===== config.mk =====
export PLATFORM = sky130hd
export DESIGN_NAME = lcd_frame_sequencer
export DESIGN_NICKNAME = d
export VERILOG_FILES = /design/src/rtl/lcd_pkg.sv /design/src/rtl/lcd_char_buffer.sv /design/src/rtl/lcd_frame_sequencer.sv
export SDC_FILE = /design/constraint.sdc
export NUM_CORES = 1
export LEC_CHECK = 0
export ABC_AREA = 0
export CAP_MARGIN = 20
export CORE_UTILIZATION = 56
export DETAILED_ROUTE_END_ITERATION = 12
export GPL_TIMING_DRIVEN = 0
export PLACE_DENSITY_LB_ADDON = 0.2
export RECOVER_POWER = 100
export SLEW_MARGIN = 20
export SYNTH_ARGS = -nofsm -noshare
export SYNTH_HDL_FRONTEND = slang
export SYNTH_HIERARCHICAL = 1
export SYNTH_SLANG_ARGS = --single-unit

===== constraint.sdc =====
create_clock -name clk -period 3.9 [get_ports clk]
set_clock_uncertainty 0.2 [all_clocks]
set_input_delay 0.78 -clock clk [delete_from_list [all_inputs] [get_ports clk]]
set_output_delay 0.78 -clock clk [all_outputs]
set_load 0.03 [all_outputs]

===== src/rtl/lcd_pkg.sv =====
// lcd_pkg: shared constants and sequencer state encoding for the LCD frame refresher
package lcd_pkg;
  localparam logic [6:0] LINE0_BASE = 7'h00;
  localparam logic [6:0] LINE1_BASE = 7'h40;
  localparam logic [7:0] CHAR_SPACE = 8'h20;
  localparam int CHARS_PER_LINE = 16;
  typedef enum logic [2:0] {
    WAIT_INIT,
    IDLE,
    SET_ADDR,
    WAIT_ADDR,
    WRITE_CHAR,
    WAIT_CHAR
  } state_t;
endpackage


===== src/rtl/lcd_char_buffer.sv =====
// lcd_char_buffer: 32x8 character store, space-filled on reset, one write port and one async read port
module lcd_char_buffer
  import lcd_pkg::*;
(
  input  logic       clk,
  input  logic       reset,
  input  logic       we,
  input  logic [4:0] waddr,
  input  logic [7:0] wdata,
  input  logic [4:0] raddr,
  output logic [7:0] rdata
);
  logic [7:0] mem [32];
  always_ff @(posedge clk)
    if (reset)
      for (int i = 0; i < 32; i++) mem[i] <= CHAR_SPACE;
    else if (we)
      mem[waddr] <= wdata;
  assign rdata = mem[raddr];
endmodule


===== src/rtl/lcd_frame_sequencer.sv =====
// lcd_frame_sequencer: refreshes a 2x16 LCD from a character buffer via set-address/write-data transactions
module lcd_frame_sequencer
  import lcd_pkg::*;
#(
  parameter int TIMEOUT_CYCLES = 2_000_000,
  parameter bit AUTO_REFRESH   = 1'b1
) (
  input  logic       clk,
  input  logic       reset,
  input  logic       init_done,
  input  logic       buf_we,
  input  logic [4:0] buf_addr,
  input  logic [7:0] buf_data,
  input  logic       refresh_req,
  output logic       do_set_dd_ram_addr,
  output logic [6:0] dd_ram_addr,
  input  logic       set_dd_ram_addr_done,
  output logic       do_write_data,
  output logic [7:0] data_to_write,
  input  logic       send_data_done,
  output logic       busy,
  output logic       frame_done,
  output logic       timeout_err
);
  localparam int CW = $clog2(TIMEOUT_CYCLES + 1);
  localparam logic [4:0] LAST0 = 5'(CHARS_PER_LINE - 1);
  localparam logic [4:0] LAST1 = 5'(2 * CHARS_PER_LINE - 1);
  state_t state, state_n;
  logic [4:0] idx, idx_n;
  logic [CW-1:0] cnt, cnt_n;
  logic pending, pend_n, terr_n, fdone_n, timed_out;
  logic [7:0] rdata, char_n;
  lcd_char_buffer u_buf (
    .clk   (clk),
    .reset (reset),
    .we    (buf_we),
    .waddr (buf_addr),
    .wdata (buf_data),
    .raddr (idx_n),
    .rdata (rdata)
  );
  assign timed_out = cnt == CW'(TIMEOUT_CYCLES - 1);
  assign char_n = (buf_we && buf_addr == idx_n) ? buf_data : rdata;
  always_comb begin
    state_n = state;
    idx_n   = idx;
    pend_n  = pending | (busy & refresh_req);
    cnt_n   = cnt + 1'b1;
    terr_n  = timeout_err;
    fdone_n = 1'b0;
    case (state)
      WAIT_INIT:
        if (init_done) begin
          state_n = AUTO_REFRESH ? SET_ADDR : IDLE;
          if (AUTO_REFRESH) begin
            idx_n  = '0;
            pend_n = 1'b0;
            terr_n = 1'b0;
          end
        end
      IDLE:
        if (refresh_req || pending) begin
          state_n = SET_ADDR;
          idx_n   = '0;
          pend_n  = 1'b0;
          terr_n  = 1'b0;
        end
      SET_ADDR: begin
        state_n = WAIT_ADDR;
        cnt_n   = '0;
      end
      WAIT_ADDR:
        if (set_dd_ram_addr_done) state_n = WRITE_CHAR;
        else if (timed_out) begin
          state_n = IDLE;
          terr_n  = 1'b1;
          pend_n  = 1'b0;
        end
      WRITE_CHAR: begin
        state_n = WAIT_CHAR;
        cnt_n   = '0;
      end
      WAIT_CHAR:
        if (send_data_done) begin
          idx_n   = idx == LAST1 ? '0 : idx + 1'b1;
          state_n = idx == LAST0 ? SET_ADDR : idx == LAST1 ? IDLE : WRITE_CHAR;
          fdone_n = idx == LAST1;
        end else if (timed_out) begin
          state_n = IDLE;
          terr_n  = 1'b1;
          pend_n  = 1'b0;
        end
      default: state_n = WAIT_INIT;
    endcase
    if (!init_done && state != WAIT_INIT) begin
      state_n = WAIT_INIT;
      fdone_n = 1'b0;
    end
  end
  always_ff @(posedge clk)
    if (reset) begin
      state              <= WAIT_INIT;
      idx                <= '0;
      pending            <= 1'b0;
      cnt                <= '0;
      do_set_dd_ram_addr <= 1'b0;
      do_write_data      <= 1'b0;
      busy               <= 1'b0;
      frame_done         <= 1'b0;
      timeout_err        <= 1'b0;
      dd_ram_addr        <= LINE0_BASE;
      data_to_write      <= CHAR_SPACE;
    end else begin
      state              <= state_n;
      idx                <= idx_n;
      pending            <= pend_n;
      cnt                <= cnt_n;
      do_set_dd_ram_addr <= state_n == SET_ADDR;
      do_write_data      <= state_n == WRITE_CHAR;
      busy               <= state_n inside {SET_ADDR, WAIT_ADDR, WRITE_CHAR, WAIT_CHAR};
      frame_done         <= fdone_n;
      timeout_err        <= terr_n;
      dd_ram_addr        <= state_n == SET_ADDR ? (idx_n[4] ? LINE1_BASE : LINE0_BASE) : dd_ram_addr;
      data_to_write      <= state_n == WRITE_CHAR ? char_n : data_to_write;
    end
endmodule


After elaboration in Yosys (flattened, before gate mapping)
Memories as Yosys holds them, arrays and structs flattened. A register that Yosys moved wholly into a read port is not among the register bits.
Index checks and enable logic that the tools add are counted.
- $add $sub $neg: 2
- equality and inequality tests: 16
- reductions and logical operators: 11
- bitwise logic cells: 4
- muxes and demuxes: 35
- operator list (kind ; count):
    two-way mux 5 bit ; 5
    two-way mux 3 bit ; 8
    adder 21 x 1 -> 21 bit (second input constant) ; 1
    == test 21 bit (second input constant) ; 1
    one-hot mux 3 bit (6 select lines) ; 1
    two-way mux 1 bit ; 16
    one-hot mux 5 bit (3 select lines) ; 1
    == test 3 x 2 -> 1 bit (second input constant) ; 4
    == test 3 bit (second input constant) ; 4
    two-way mux 8 bit ; 1
    inequality test 2 bit (second input constant) ; 4
    one-hot mux 1 bit (4 select lines) ; 2
    nonzero test 4 bit ; 2
    OR reduction 8 bit ; 1
    two-way mux 7 bit ; 1
    adder 5 x 1 -> 5 bit (second input constant) ; 1
    == test 5 x 4 -> 1 bit (second input constant) ; 1
    == test 5 bit (second input constant) ; 1
    AND reduction 5 bit ; 1
    OR reduction 4 bit ; 1
    == test 3 x 1 -> 1 bit (second input constant) ; 1
    zero test 3 bit ; 1
    nonzero test 3 bit ; 1
    OR reduction 3 bit ; 1
    6 further kinds ; 7
- word-level logic and storage cells: 79
- bits in writable memories: 256
- memories: 1
- register bits: 42
- output and inout bits: 20
- input port bits: 20
- memories (name ; words ; bits a word ; read ports ; clocked after Yosys merged registers in ; write ports ; RTL line ; RTL):
    u_buf.mem ; 32 ; 8 ; 1 ; 1 ; 32 ; lcd_char_buffer.sv:13 ; logic [7:0] mem [32];

Logic depth before layout (Yosys ltp)
Gate-level depths: netlist (run 1).
- depth in word-level cells: 8
- mapped depth: 15
- gate-level depth less buffers: 12

By module
Netlist (run 1), hierarchy kept.
- modules (own cells, without submodules) (module ; cells each ; seq. area each (um^2) ; area an instance (um^2) ; instances):
    lcd_char_buffer ; 733 ; 7687.4 ; 11847.6 ; 1
    lcd_frame_sequencer ; 310 ; 880.8 ; 2555.0 ; 1

Worst setup path after synthesis (run 1)
OpenSTA, ideal clock, no wires.
- kind: register to register
- start: register idx[0]
- end: register data_to_write[5] (read register of u_buf.mem)
- arrival time: 3703 ps
- slack: -125 ps
- clock period less this slack: 4025 ps
- data required time: 3578 ps
- cell stages (with the launch flop): 16
- path through: dfxtp_1 ha_1 and3_1 ha_1 clkbuf_1 nor3b_1 nor2_1 a31oi_1 clkbuf_1 buf_1 mux4_2 mux4_2 mux2_2 inv_1 a31oi_1 o32a_1
- elaborated cells between the ends (all ways): 14
- those cells by class: add/sub: 1; eq/ne: 3; mux: 10
- RTL lines (item ; RTL line ; RTL):
    start: declaration ; lcd_frame_sequencer.sv:29 ; logic [4:0] idx, idx_n;
    start signal: assignment ; lcd_frame_sequencer.sv:115 ; idx <= idx_n;
    adder 5 x 1 -> 5 bit / == test 5 bit (equally long branches) ; lcd_frame_sequencer.sv:85 ; idx_n = idx == LAST1 ? '0 : idx + 1'b1;
    two-way mux 5 bit * ; lcd_frame_sequencer.sv:85 ;
    two-way mux 5 bit * ; lcd_frame_sequencer.sv:84 ; if (send_data_done) begin
    one-hot mux 5 bit (3 select lines) * ; lcd_frame_sequencer.sv:51 ; case (state)
    via idx_n[2] ; lcd_frame_sequencer.sv:29 ;
    end: declaration ; lcd_frame_sequencer.sv:19 ; output logic [7:0] data_to_write,
The timed path passes the listed nets; every way through them passes the cells marked *.
A chain may end at the register's enable or synchronous reset.

==> results of run 1 <==
synth_stat cells, drive strengths merged (24+ instances only):
cell type / n / area share [%]
dfxtp: 44 / 6.1
nor2: 64 / 1.7
inv: 24 / 0.63
mux4: 80 / 13
or3: 37 / 1.6
buf: 24 / 1.1
nand2: 27 / 0.70
or2: 34 / 1.5
and2: 230 / 10
edfxtp: 256 / 53
clkbuf: 51 / 1.3
worst max-delay path, stage by stage:
cell and delay [ns]:
dlygate4sd3_1 0.85, or4b_2 0.73, clkbuf_1 0.32, clkbuf_1 0.35
nor2_1 0.53, or2_2 0.34
cell type report:
class / instances / area (sq um) / share of cell area (%)
Tap cell: 330 / 413 / 2.48
Timing Repair Buffer: 55 / 536 / 3.21
Multi-Input combinational cell: 648 / 5490 / 32.9
Clock inverter: 24 / 307 / 1.84
Clock buffer: 33 / 783 / 4.70
Sequential cell: 300 / 8570 / 51.4
Buffer: 73 / 480 / 2.88
Inverter: 25 / 93.8 / 0.563
final timing paths:
kind,startpoint,end,slack [ns],depth (start not counted)
setup / recovery,reset,u_buf/mem[8][5],0.03,6
hold / removal,data_to_write[5],data_to_write[5],0.28,1
setup reg to reg,idx[0],data_to_write[1],0.03,13
hold reg to reg,data_to_write[5],data_to_write[5],0.28,1
metrics by stage:
step	util (%)	total power, uW	std cells
detailed placement	60.3	4230	1411
finish	66.2	7340	1488
global placement	60.3	4210	1411
CTS	65.8	7370	1479
floorplan	-	4020	1048
global route	66.2	7540	1488
per-layer routing:
metal	global-route usage [%]	vias up	routed length, um
li1	-	4012	-
met1	38.4	4557	14500
met2	46.1	347	17500
met3	3.49	72	2480
met4	10.9	0	1290
met5	0	-	0
report_power, final:
group	switching (uW)	internal, uW
combinational	314	166
clock	1260	1920
sequential	56.5	3640
flip-flops by register name, indices dropped and copies added, names as in the netlist, 3 cells and up:
signal,flops
cnt,21
data_to_write,8
idx,5
state,3
u_buf/mem,256
repair_timing:
action	CTS	global route
endpoints found under the setup margin	8	15
pin swaps	0	1
setup buffers	13	9
resized for setup	45	12
kinds of logic (layout without fill, tap and decap cells):
family / Yosys count / after routing / synth area share, %
XOR/XNOR: 19 / 19 / 1.21
AO/OA/AOI/OAI: 56 / 56 / 3.02
adder cells (fa/ha/maj): 5 / 5 / 0.434
flip-flops: 300 / 300 / 59.5
other: 1 / 6 / 0.0260
AND/OR/NAND/NOR: 471 / 471 / 19.4
multiplexers: 91 / 91 / 13.4
buffers and inverters: 100 / 210 / 3.08
==> results.ini, run 1 <==
[outcome]
status=finished, final reports clean

[job]
cap_violations=0

[detailed_routing]
routed_via_density=6.04
num_vias=8988
routedWlPerCell_um=24.1
wl_mm=35.8
drt_iter0_drc=947
dr.pass1.iters=5
drc=0
route.antenna.remaining_nets=0

[grt]
grtUsageTotal_pct=28.1
grt_start_max_net_pins=18
grt_pass1_wl_mm=54.0
antenna_found_initial=0
grt_overflow=0
first_global_vias=8914

[synthesis]
yosysWarnings=6
yosysSeqAreaShare_pct=59.5
netlist_instances=1043
ys_async_sr_fraction_pct=0
syn_avg_cell_area_sq_um=13.8
synth_ff_type=edfxtp_1
syn_area_sq_um=14400
synth.distinct_cells=63
synth_edf_count=256
ys_ff_latch=300

[placed_design]
placed_area_sq_um=15200
place.gp.congestion=0.902
place_worst_setup_slack_ns=-1.42
port-buffer-count=33
hpwl_mm=24.8

[sta]
fin_crit_ns=3.87
finalCritPeriodShare_pct=99.4
maxSlewViolCount=0
worst_pin_slew_ns=0.855
setup_tns_ns=0
whs_ns=0.276
hold_violations=0
setup_viol=0
maxSlewHeadroom_pct=43.0
rsz0062_at_grt=false
max_freq_mhz=258
finalWorstSetupSlack_ns=0.0253

[floorplanning]
coreArea_sq_um=25200
io_pins=40
rows=58
chipHeight_um=162
die_area_sq_um=26400
die_x_um=162
initial_utilization_pct=57.2

[power_and_ir_drop]
peakVddDrop_uv=445
p_per_area_nw_per_um2=441
p_leak_uw=0.00550

[clocking]
cts_hold_buf=0
clk_pin_slew_worst_paths_ns=0.06
clkSinkCount=300
h-tree-depth=1
clockRootBuffer=clkbuf_16
cts_tree=done
clk_latency_ns=0.57
clock_path_buffers=3
numCtsBuffers=31

[critical_path]
path_class=input port to flop
start_kind=input port
crit_required_ns=3.94
cp_data_arrival_time_ns=3.91
worst_setup_path_end_kind=flop
path_max_fanout=17

[finish]
antenna_cells=0
area_delta_synth_final_pct=15.8
postLayoutCellArea_sq_um=16700
fill_cells=1790
drive_above_1_share_pct=18.9
final_common_cell=edfxtp_1
layout_common_cells=256 x edfxtp_1, 144 x and2_0, 86 x and2_1
nets=1159

[worst_hold_path]
hold_class=flop to flop

Note: power is estimated with default switching activity, not from simulation.
==> inputs of run 2 (changes only) <==
SLEW_MARGIN = 15   (was 20)
==> results of run 2 <==
The final DEF is identical to that of run 1; final timing and power are the same.
==> inputs of run 3 (changes only) <==
ABC_AREA = not set   (was 0)
SKIP_CTS_REPAIR_TIMING = 1   (was not set)
==> run 3 against run 2 <==
  * Routed wire length increased by 0.49%
  * Die area unchanged
  * Worst setup slack improved by 0.032 ns
  * Clock power about the same
  * Critical endpoint is now u_buf/mem[4][3]
  * Maximum frequency increased by 0.84%
  * Sequential share of layout area about the same
==> results.ini, run 3 (same netlist as run 1, synthesis figures left out) <==
[outcome]
status=finished, final reports clean

[finish]
final_common_cell=edfxtp_1
area_delta_synth_final_pct=15.7  ; about the same
largest_register_ffs=256  ; unchanged
final_util_pct=66.2  ; about the same
postLayoutCellArea_sq_um=16700  ; about the same
largest-register=u_buf/mem
nets=1160  ; +0.086%
layout_common_cells=256 x edfxtp_1, 144 x and2_0, 86 x and2_1
top_regs=u_buf/mem x256, cnt x21, data_to_write x8
drive_above_1_share_pct=19.1  ; +0.16 points

[worst_hold_path]
holdPathEnd=data_to_write[5]
hold_class=flop to flop
holdPathStages=1  ; unchanged
hp-start=data_to_write[5]

[sta]
worst_pin_slew_ns=0.883  ; +0.0283 ns
fin_crit_ns=3.84  ; -0.0322 ns
finalCritPeriodShare_pct=98.5  ; -0.83 points
setup_tns_ns=0  ; unchanged
max_freq_mhz=260  ; +0.84%
maxSlewViolCount=0  ; unchanged
hold_violations=0  ; unchanged
maxSlewHeadroom_pct=41.1  ; -1.9 points
finalWorstSetupSlack_ns=0.0575  ; +0.0322 ns
setup_viol=0  ; unchanged
whs_ns=0.276  ; -0.000448 ns

[power_and_ir_drop]
p_per_area_nw_per_um2=441  ; about the same
p_leak_uw=0.00552  ; +0.24%
peakVddDrop_uv=453  ; +1.8%

[critical_path]
worst-path-stages=5  ; -1
worst_setup_path_end_kind=flop
r2r.worst_path.cells=13  ; unchanged
cp_slowest_cell=dlygate4sd3_1
path_class=input port to flop
path_buf_inv=2  ; -1
cp_data_arrival_time_ns=3.82  ; -0.09 ns
crit_path_cell_trace=dlygate4sd3_1 > or4b_2 > clkbuf_1 > nor2_1 > or2_0
timing.rr.start=idx[0]
crit_required_ns=3.88  ; -0.06 ns
start_kind=input port
worst_path_largest_cell_delay_ns=0.84  ; about the same
critical-path-top-delay-family=simple AND/OR/NAND/NOR gates
rrSetupSlack_ns=0.07  ; +0.04 ns
path_max_fanout=17  ; unchanged
reg2reg_to=data_to_write[5]

[grt]
grtUsageTotal_pct=27.9  ; -0.19 points
grt_pass1_wl_mm=53.6  ; -0.72%
first_global_vias=8798  ; -1.3%
antenna_found_initial=0  ; unchanged
grt_overflow=0  ; unchanged
grt_start_max_net_pins=18  ; unchanged

[clocking]
cts_tree=done
clk_pin_slew_worst_paths_ns=0.06  ; about the same
clkSinkCount=300  ; unchanged
clockRootBuffer=clkbuf_16
clk_latency_ns=0.57  ; about the same
numCtsBuffers=31  ; unchanged
h-tree-depth=1  ; unchanged
clock_path_buffers=3  ; unchanged

[floorplanning]
die_x_um=162  ; unchanged
io_pins=40  ; unchanged
coreArea_sq_um=25200  ; unchanged
initial_utilization_pct=57.2  ; unchanged
die_area_sq_um=26400  ; unchanged
chipHeight_um=162  ; unchanged
rows=58  ; unchanged

[detailed_routing]
routedWlPerCell_um=24.1  ; +0.29%
num_vias=9001  ; +0.14%
route.antenna.remaining_nets=0  ; unchanged
drc=0  ; unchanged
dr.pass1.iters=7  ; +2
routed_via_density=6.04  ; about the same
drt_iter0_drc=978  ; +3.3%
wl_mm=36.0  ; +0.49%

[placed_design]
place.gp.congestion=0.902  ; unchanged
place_worst_setup_slack_ns=-1.42  ; unchanged
hpwl_mm=24.8  ; unchanged
port-buffer-count=33  ; unchanged
placed_area_sq_um=15200  ; unchanged

[job]
cap_violations=0  ; unchanged

run 3: cell type report:
type	instances	area, sq um
Timing Repair Buffer	56	531
Buffer	73	485
Clock buffer	33	783
Multi-Input combinational cell	648	5480
Tap cell	330	413
Inverter	25	93.8
Clock inverter	24	307
Sequential cell	300	8570
Fill cell	1785	8510
Antenna cell	2	5.00
run 3: worst max path at each step:
stage	start	endpoint
after floorplan	idx[0]	data_to_write[5]
after global routing	idx[0]	data_to_write[5]
after detailed placement	send_data_done	data_to_write[5]
after global placement	send_data_done	data_to_write[5]
final	reset	u_buf/mem[4][3]
after CTS	idx[0]	data_to_write[5]
run 3: layer usage:
layer	track usage, %	share of wire (%)	wire, um
met2	46.0	49	17700
met1	38.7	40	14400
met3	3.08	7.3	2610
met5	0	0	0
met4	9.73	3.7	1330
run 3: report_power, final:
group,internal (uW),total [uW],switching (uW)
combinational,166,482,316
sequential,3640,3690,56.9
clock,1920,3170,1250
total,5720,7340,1630
run 3: per-stage QoR:
stage,total power (uW),cells
2_1_floorplan,4020,1048
3_3_place_gp,4210,1411
3_5_place_dp,4230,1411
4_1_cts,7370,1468
5_1_grt,7550,1489
6_report,7340,1491
